### src/rtl/pe_row_feeder.sv
// pe_row_feeder: upstream sequencer for one row-stationary MAC PE.
// Loads one filter row and one ifmap row into local scratchpads. It then streams
// (image, weight, psum) triples to an external 1-cycle registered MAC PE to compute
// a 1-D valid convolution, and emits one finished psum per output position
// on a valid/ready stream.
// Optional feature macro: PSUM_CHAIN_EN. When it is defined, the initial psum of each
// output position is taken from an upstream psin valid/ready stream instead of zero.
module pe_row_feeder #(
    parameter int DATA_W    = 16,
    parameter int PSUM_W    = 32,
    parameter int FILT_LEN  = 3,
    parameter int IFMAP_LEN = 8
) (
    input  logic              clk,
    input  logic              rst,
    input  logic              start,
    output logic              busy,
    output logic              done,
    input  logic [DATA_W-1:0] in_data,
    input  logic              in_valid,
    output logic              in_ready,
    output logic [DATA_W-1:0] pe_image_val,
    output logic [DATA_W-1:0] pe_weight_val,
    output logic [PSUM_W-1:0] pe_psum_in,
    input  logic [PSUM_W-1:0] pe_psum_out,
    output logic [PSUM_W-1:0] out_data,
    output logic              out_valid,
    input  logic              out_ready
`ifdef PSUM_CHAIN_EN
    ,
    input  logic [PSUM_W-1:0] psin_data,
    input  logic              psin_valid,
    output logic              psin_ready
`endif
);

    localparam int N_OUT       = IFMAP_LEN - FILT_LEN + 1;
    localparam int FIDX_W      = (FILT_LEN > 1) ? $clog2(FILT_LEN) : 1;
    localparam int IIDX_W      = (IFMAP_LEN > 1) ? $clog2(IFMAP_LEN) : 1;
    localparam int FILT_DEPTH  = 1 << FIDX_W;
    localparam int IFMAP_DEPTH = 1 << IIDX_W;

    localparam logic [FIDX_W-1:0] S_LAST     = FIDX_W'(FILT_LEN - 1);
    localparam logic [IIDX_W-1:0] FILT_LAST  = IIDX_W'(FILT_LEN - 1);
    localparam logic [IIDX_W-1:0] IFMAP_LAST = IIDX_W'(IFMAP_LEN - 1);
    localparam logic [IIDX_W-1:0] O_LAST     = IIDX_W'(N_OUT - 1);

    typedef enum logic [2:0] {
        IDLE    = 3'd0,
        LOAD_W  = 3'd1,
        LOAD_I  = 3'd2,
        COMPUTE = 3'd3,
        OUT     = 3'd4
    } state_t;

    state_t              state_r;
    logic [IIDX_W-1:0]   load_cnt_r;
    logic [IIDX_W-1:0]   o_cnt_r;
    logic [FIDX_W-1:0]   s_cnt_r;
    logic                out_valid_r;
    logic                out_first_r;
    logic                done_r;
    logic [PSUM_W-1:0]   out_data_r;

    logic [DATA_W-1:0]   filt_mem  [FILT_DEPTH];
    logic [DATA_W-1:0]   ifmap_mem [IFMAP_DEPTH];

    logic                beat_s;
    logic                issue_s;
    logic [IIDX_W-1:0]   pos_s;
    logic [PSUM_W-1:0]   init_psum_s;

    assign busy      = (state_r != IDLE);
    assign in_ready  = (state_r == LOAD_W) || (state_r == LOAD_I);
    assign beat_s    = in_valid && in_ready;
    assign done      = done_r;
    assign out_valid = out_valid_r;
    // The PE result becomes final on the same edge that moves us into OUT, so
    // in the OUT entry cycle it is forwarded directly. It is captured into out_data_r
    // at the end of that cycle, which keeps out_data stable for any backpressure stall.
    assign out_data  = out_first_r ? pe_psum_out : out_data_r;
    assign pos_s     = o_cnt_r + IIDX_W'(s_cnt_r);

`ifdef PSUM_CHAIN_EN
    assign init_psum_s = psin_data;
`else
    assign init_psum_s = {PSUM_W{1'b0}};
`endif

    // Scratchpad writes: load beat k lands at index k; contents survive reset.
    always_ff @(posedge clk) begin
        if (beat_s && (state_r == LOAD_W)) begin
            filt_mem[load_cnt_r[FIDX_W-1:0]] <= in_data;
        end
        if (beat_s && (state_r == LOAD_I)) begin
            ifmap_mem[load_cnt_r] <= in_data;
        end
    end

    // MAC issue decode: drive the PE only on cycles that actually issue a MAC.
    always_comb begin
        issue_s       = 1'b0;
        pe_image_val  = {DATA_W{1'b0}};
        pe_weight_val = {DATA_W{1'b0}};
        pe_psum_in    = {PSUM_W{1'b0}};
`ifdef PSUM_CHAIN_EN
        psin_ready    = 1'b0;
`endif
        if (state_r == COMPUTE) begin
            if (s_cnt_r == {FIDX_W{1'b0}}) begin
`ifdef PSUM_CHAIN_EN
                psin_ready = 1'b1;
                issue_s    = psin_valid;
`else
                issue_s    = 1'b1;
`endif
            end else begin
                issue_s = 1'b1;
            end
            if (issue_s) begin
                pe_image_val  = ifmap_mem[pos_s];
                pe_weight_val = filt_mem[s_cnt_r];
                pe_psum_in    = (s_cnt_r == {FIDX_W{1'b0}}) ? init_psum_s : pe_psum_out;
            end else begin
                pe_image_val  = {DATA_W{1'b0}};
                pe_weight_val = {DATA_W{1'b0}};
                pe_psum_in    = {PSUM_W{1'b0}};
            end
        end else begin
            issue_s = 1'b0;
        end
    end

    // Main sequencer FSM with counters and registered stream/status outputs.
    always_ff @(posedge clk or negedge rst) begin
        if (!rst) begin
            state_r     <= IDLE;
            load_cnt_r  <= {IIDX_W{1'b0}};
            o_cnt_r     <= {IIDX_W{1'b0}};
            s_cnt_r     <= {FIDX_W{1'b0}};
            out_valid_r <= 1'b0;
            out_first_r <= 1'b0;
            done_r      <= 1'b0;
            out_data_r  <= {PSUM_W{1'b0}};
        end else begin
            done_r <= 1'b0;
            case (state_r)
                IDLE: begin
                    if (start) begin
                        state_r    <= LOAD_W;
                        load_cnt_r <= {IIDX_W{1'b0}};
                    end
                end
                LOAD_W: begin
                    if (beat_s) begin
                        if (load_cnt_r == FILT_LAST) begin
                            load_cnt_r <= {IIDX_W{1'b0}};
                            state_r    <= LOAD_I;
                        end else begin
                            load_cnt_r <= load_cnt_r + IIDX_W'(1);
                        end
                    end
                end
                LOAD_I: begin
                    if (beat_s) begin
                        if (load_cnt_r == IFMAP_LAST) begin
                            load_cnt_r <= {IIDX_W{1'b0}};
                            s_cnt_r    <= {FIDX_W{1'b0}};
                            o_cnt_r    <= {IIDX_W{1'b0}};
                            state_r    <= COMPUTE;
                        end else begin
                            load_cnt_r <= load_cnt_r + IIDX_W'(1);
                        end
                    end
                end
                COMPUTE: begin
                    if (issue_s) begin
                        if (s_cnt_r == S_LAST) begin
                            s_cnt_r     <= {FIDX_W{1'b0}};
                            state_r     <= OUT;
                            out_valid_r <= 1'b1;
                            out_first_r <= 1'b1;
                        end else begin
                            s_cnt_r <= s_cnt_r + FIDX_W'(1);
                        end
                    end
                end
                OUT: begin
                    out_first_r <= 1'b0;
                    if (out_first_r) begin
                        out_data_r <= pe_psum_out;
                    end
                    if (out_ready) begin
                        out_valid_r <= 1'b0;
                        if (o_cnt_r == O_LAST) begin
                            o_cnt_r <= {IIDX_W{1'b0}};
                            state_r <= IDLE;
                            done_r  <= 1'b1;
                        end else begin
                            o_cnt_r <= o_cnt_r + IIDX_W'(1);
                            state_r <= COMPUTE;
                        end
                    end
                end
                default: begin
                    state_r     <= IDLE;
                    out_valid_r <= 1'b0;
                    out_first_r <= 1'b0;
                end
            endcase
        end
    end

endmodule

### config.mk
export PLATFORM = sky130hd
export DESIGN_NAME = pe_row_feeder
export DESIGN_NICKNAME = d
export VERILOG_FILES = /design/src/rtl/pe_row_feeder.sv
export SDC_FILE = /design/constraint.sdc
export NUM_CORES = 1
export LEC_CHECK = 0
export ABC_AREA = 0
export BUFFER_PORTS_ARGS = -buffer_cell sky130_fd_sc_hd__buf_2
export CAP_MARGIN = 15
export CORE_AREA = 2 2 148 150
export DETAILED_ROUTE_END_ITERATION = 8
export DIE_AREA = 0 0 150 152
export PLACE_DENSITY = 0.79
export SLEW_MARGIN = 20
export SYNTH_ARGS = -nofsm -noshare
export SYNTH_HDL_FRONTEND = slang
export SYNTH_SLANG_ARGS = --single-unit
### constraint.sdc
create_clock -name clk -period 3.6 [get_ports clk]
set_input_delay 0.72 -clock clk [delete_from_list [all_inputs] [get_ports clk]]
set_output_delay 0.72 -clock clk [all_outputs]
set_load 0.01 [all_outputs]
==> flow_metrics.tcl <==
set metrics [dict create \
    drt_pre_antenna_iters 5 \
    fin_util_pct 56.7 \
    async_reset_ff_share_pct 19.3 \
    setup_tns_ns 0 \
    diodes 0 \
    grt_use_met2_pct 31.4 \
    seq_area_frac_synth_pct 68.7 \
    cts_num_sinks 238 \
    synthAdderAreaFrac_pct 0.945 \
    total_power_mw 9.70 \
    grt_pass1_vias 5910 \
    initial_utilization_pct 47.1 \
    worstSetupStartpointType "flop" \
    wire_per_inst_um 19.2 \
    min_period_over_period_pct 96.9 \
    maxCapViolations 0 \
    numCtsBuffers 25 \
    ir_drop_mv 0.664 \
    antenna_left 0 \
    cts_setup_buffers 0 \
    worst_pin_slew_ns 0.890 \
    syn_to_final_growth_pct 20.3 \
    cts_root_buffer "clkbuf_16" \
    clk_latency_ns 0.52 \
    drc 0 \
    synth_compound_gate_area_share_pct 2.81 \
    die_area_mm2 0.0228 \
    status "finished clean" \
    worstSetupPathType "reg2out" \
    postLayoutCellArea_mm2 0.0121 \
    cts.clk_slew.worst_paths_ns 0.06 \
    cts_tree "done" \
    max_clock_freq_ghz 0.287 \
    drive_gt1_share_pct 36.2 \
    grt_max_degree 47 \
    ys_seq_elements 238 \
    cp-end-kind "output pin" \
    hold_class "in2async" \
    synth_nets 710 \
    num_rows 54 \
    p_per_area_mw_per_mm2 801 \
    slew_headroom_pct 40.6 \
    nFillCells 1661 \
    syn-instance-count 650 \
    critPathArrivalTime_ns 2.77 \
    pin_count 153 \
    multiInputGateArea_mm2 0.00297 \
    yosysWarnings 0 \
    cts.htree.levels 1 \
    dp.cells 1069 \
    vias 5942 \
    reg2reg_depth 5 \
    finalClockSkew_ns 0.00905 \
    synth_commonest_cells "192 x edfxtp_1, 140 x nand2_1, 48 x mux4_2" \
    synthesis.area_mm2 0.0101 \
    p_leak_nw 4.66 \
    synth_ff_type "edfxtp_1" \
    hold_buffers 0 \
    syn_area_per_cell_um2 15.5 \
    num-nets-final 876 \
    timing.final.crit_period_ns 3.49 \
    seq_area_mm2 0.00692 \
    grtUsageTotal_pct 18.6 \
    grt_pass1_wl_um 32900 \
    critical_path_required_ns 2.88 \
    dpl.hpwl_um 13200 \
    viasPerCell 5.33 \
    clockBufferDepth 3 \
    cp_max_fo 32 \
    drt_wl_total_um 21400 \
    antenna_found_initial 0 \
    fin_cells 1114 \
    busiest_layer "met2" \
    yosysTopAreaCell "edfxtp_1" \
    coreArea_mm2 0.0214 \
    die_w_um 150 \
    synth-xor-area-share_pct 0.174 \
    synthMuxAreaShare_pct 14.6 \
    synth-edff-count 192 \
    synthSimpleGateAreaFrac_pct 10.8 \
    synth_top_family_by_area "multiplexers" \
    yosysTopAreaCellShare_pct 57.3 \
    grt_overflow_total 0 \
    first_iter_violations 413 \
    place_area_mm2 0.0112 \
    yosysMostFrequentCell "edfxtp_1" \
    fp.dieH_um 152 \
    synth.area.top_cells "edfxtp_1 57%, dfrtp_1 11%, mux4_2 11%" \
    place_congestion 0.756 \
    setup_viol 0 \
    final-hold-violation-count 0 \
    use_met1_pct 25.3 \
    port_buffers 152 \
    slew_viol_final 0 \
    grt_use_met3_pct 3.48 \
    netlist-cell-type-count 46 \
    rsz0062_at_grt "false" \
]
## what timing repair did
item | 4_1_cts | 5_1_grt
setup endpoints to repair | 0 | 1
gates resized for setup | 0 | 1
hold endpoints to repair | 0 | 0
## critical path, stage by stage, from the launching register on
cell     delay [ns]
dfrtp_1        0.45
ha_2           0.20
inv_1          0.04
fa_1           0.54
buf_12         0.25
mux4_2         0.24
nand2_1        0.05
a21oi_1        0.26
buf_2          0.20
## final timing paths
check	start	endpoint	slack, ns
max	o_cnt_r[0]	pe_image_val[14]	0.11
min	rst	out_data_r[21]	0.21
max reg2reg	state_r[1]	state_r[1]	1.24
min reg2reg	out_data_r[18]	out_data_r[18]	0.47
max in group asynchronous	rst	o_cnt_r[2]	2.99
min in group clk	out_data_r[18]	out_data_r[18]	0.47
## registers in the layout (all words and copies together), names as in the netlist
| signal | flops |
|---|---|
| out_data_r | 32 |
| ifmap_mem | 128 |
| filt_mem | 64 |
| load_cnt_r | 3 |
| out_valid | 1 |
| o_cnt_r | 3 |
| out_first_r | 1 |
| s_cnt_r | 2 |
| done | 1 |
| state_r | 3 |
## per-layer routing
metal  up-vias  share of wire (%)
met2       236                 50
met3        30                7.2
li1       2731                  -
met4         0                1.7
met1      2945                 41
met5         -                  0
## power breakdown
group,internal (mW),switching [mW]
clock,1.73,1.04
sequential,3.34,0.204
combinational,1.62,1.75
## cell usage in the layout (no fill, tap or decap), types with 4 or more instances in the layout
| master | n |
|---|---|
| clkbuf_1 | 5 |
| clkbuf_16 | 25 |
| dfrtp_1 | 46 |
| mux4_2 | 48 |
| inv_1 | 7 |
| edfxtp_1 | 192 |
| a21oi_1 | 20 |
| nor2_1 | 19 |
| nor2b_1 | 17 |
| nand2_1 | 140 |
| bufinv_16 | 6 |
| o21ai_0 | 5 |
| clkinv_1 | 4 |
| and2_1 | 34 |
| buf_2 | 151 |
| ha_1 | 5 |
| buf_4 | 20 |
| and3_1 | 4 |
| mux2_2 | 33 |
## cell families after synthesis
kind of cell | count (synthesis)
buffers and inverters | 41
flip-flops | 238
AND/OR/NAND/NOR | 234
adder cells (fa/ha/maj) | 7
AO/OA/AOI/OAI | 45
XOR/XNOR | 2
multiplexers | 83
## metrics by stage
stage          hold slack, ns  setup slack (ns)
6_report                0.207             0.112
5_1_grt                 0.249            0.0428
4_1_cts                 0.418             0.139
3_5_place_dp            0.458             0.775
3_3_place_gp            0.453             0.755
2_1_floorplan           0.424             0.858
## final cells by class
cell class                 instances  share of cell area, %
sequential                       238                   57.1
multi-input combinational        371                   24.6
timing repair buffer             173                   7.82
clock buffer                      31                   5.44
tap                              280                   2.89
clock inverter                    14                   1.93
inverter                           7                  0.217
No activity file was read; power rests on OpenSTA's default activity.
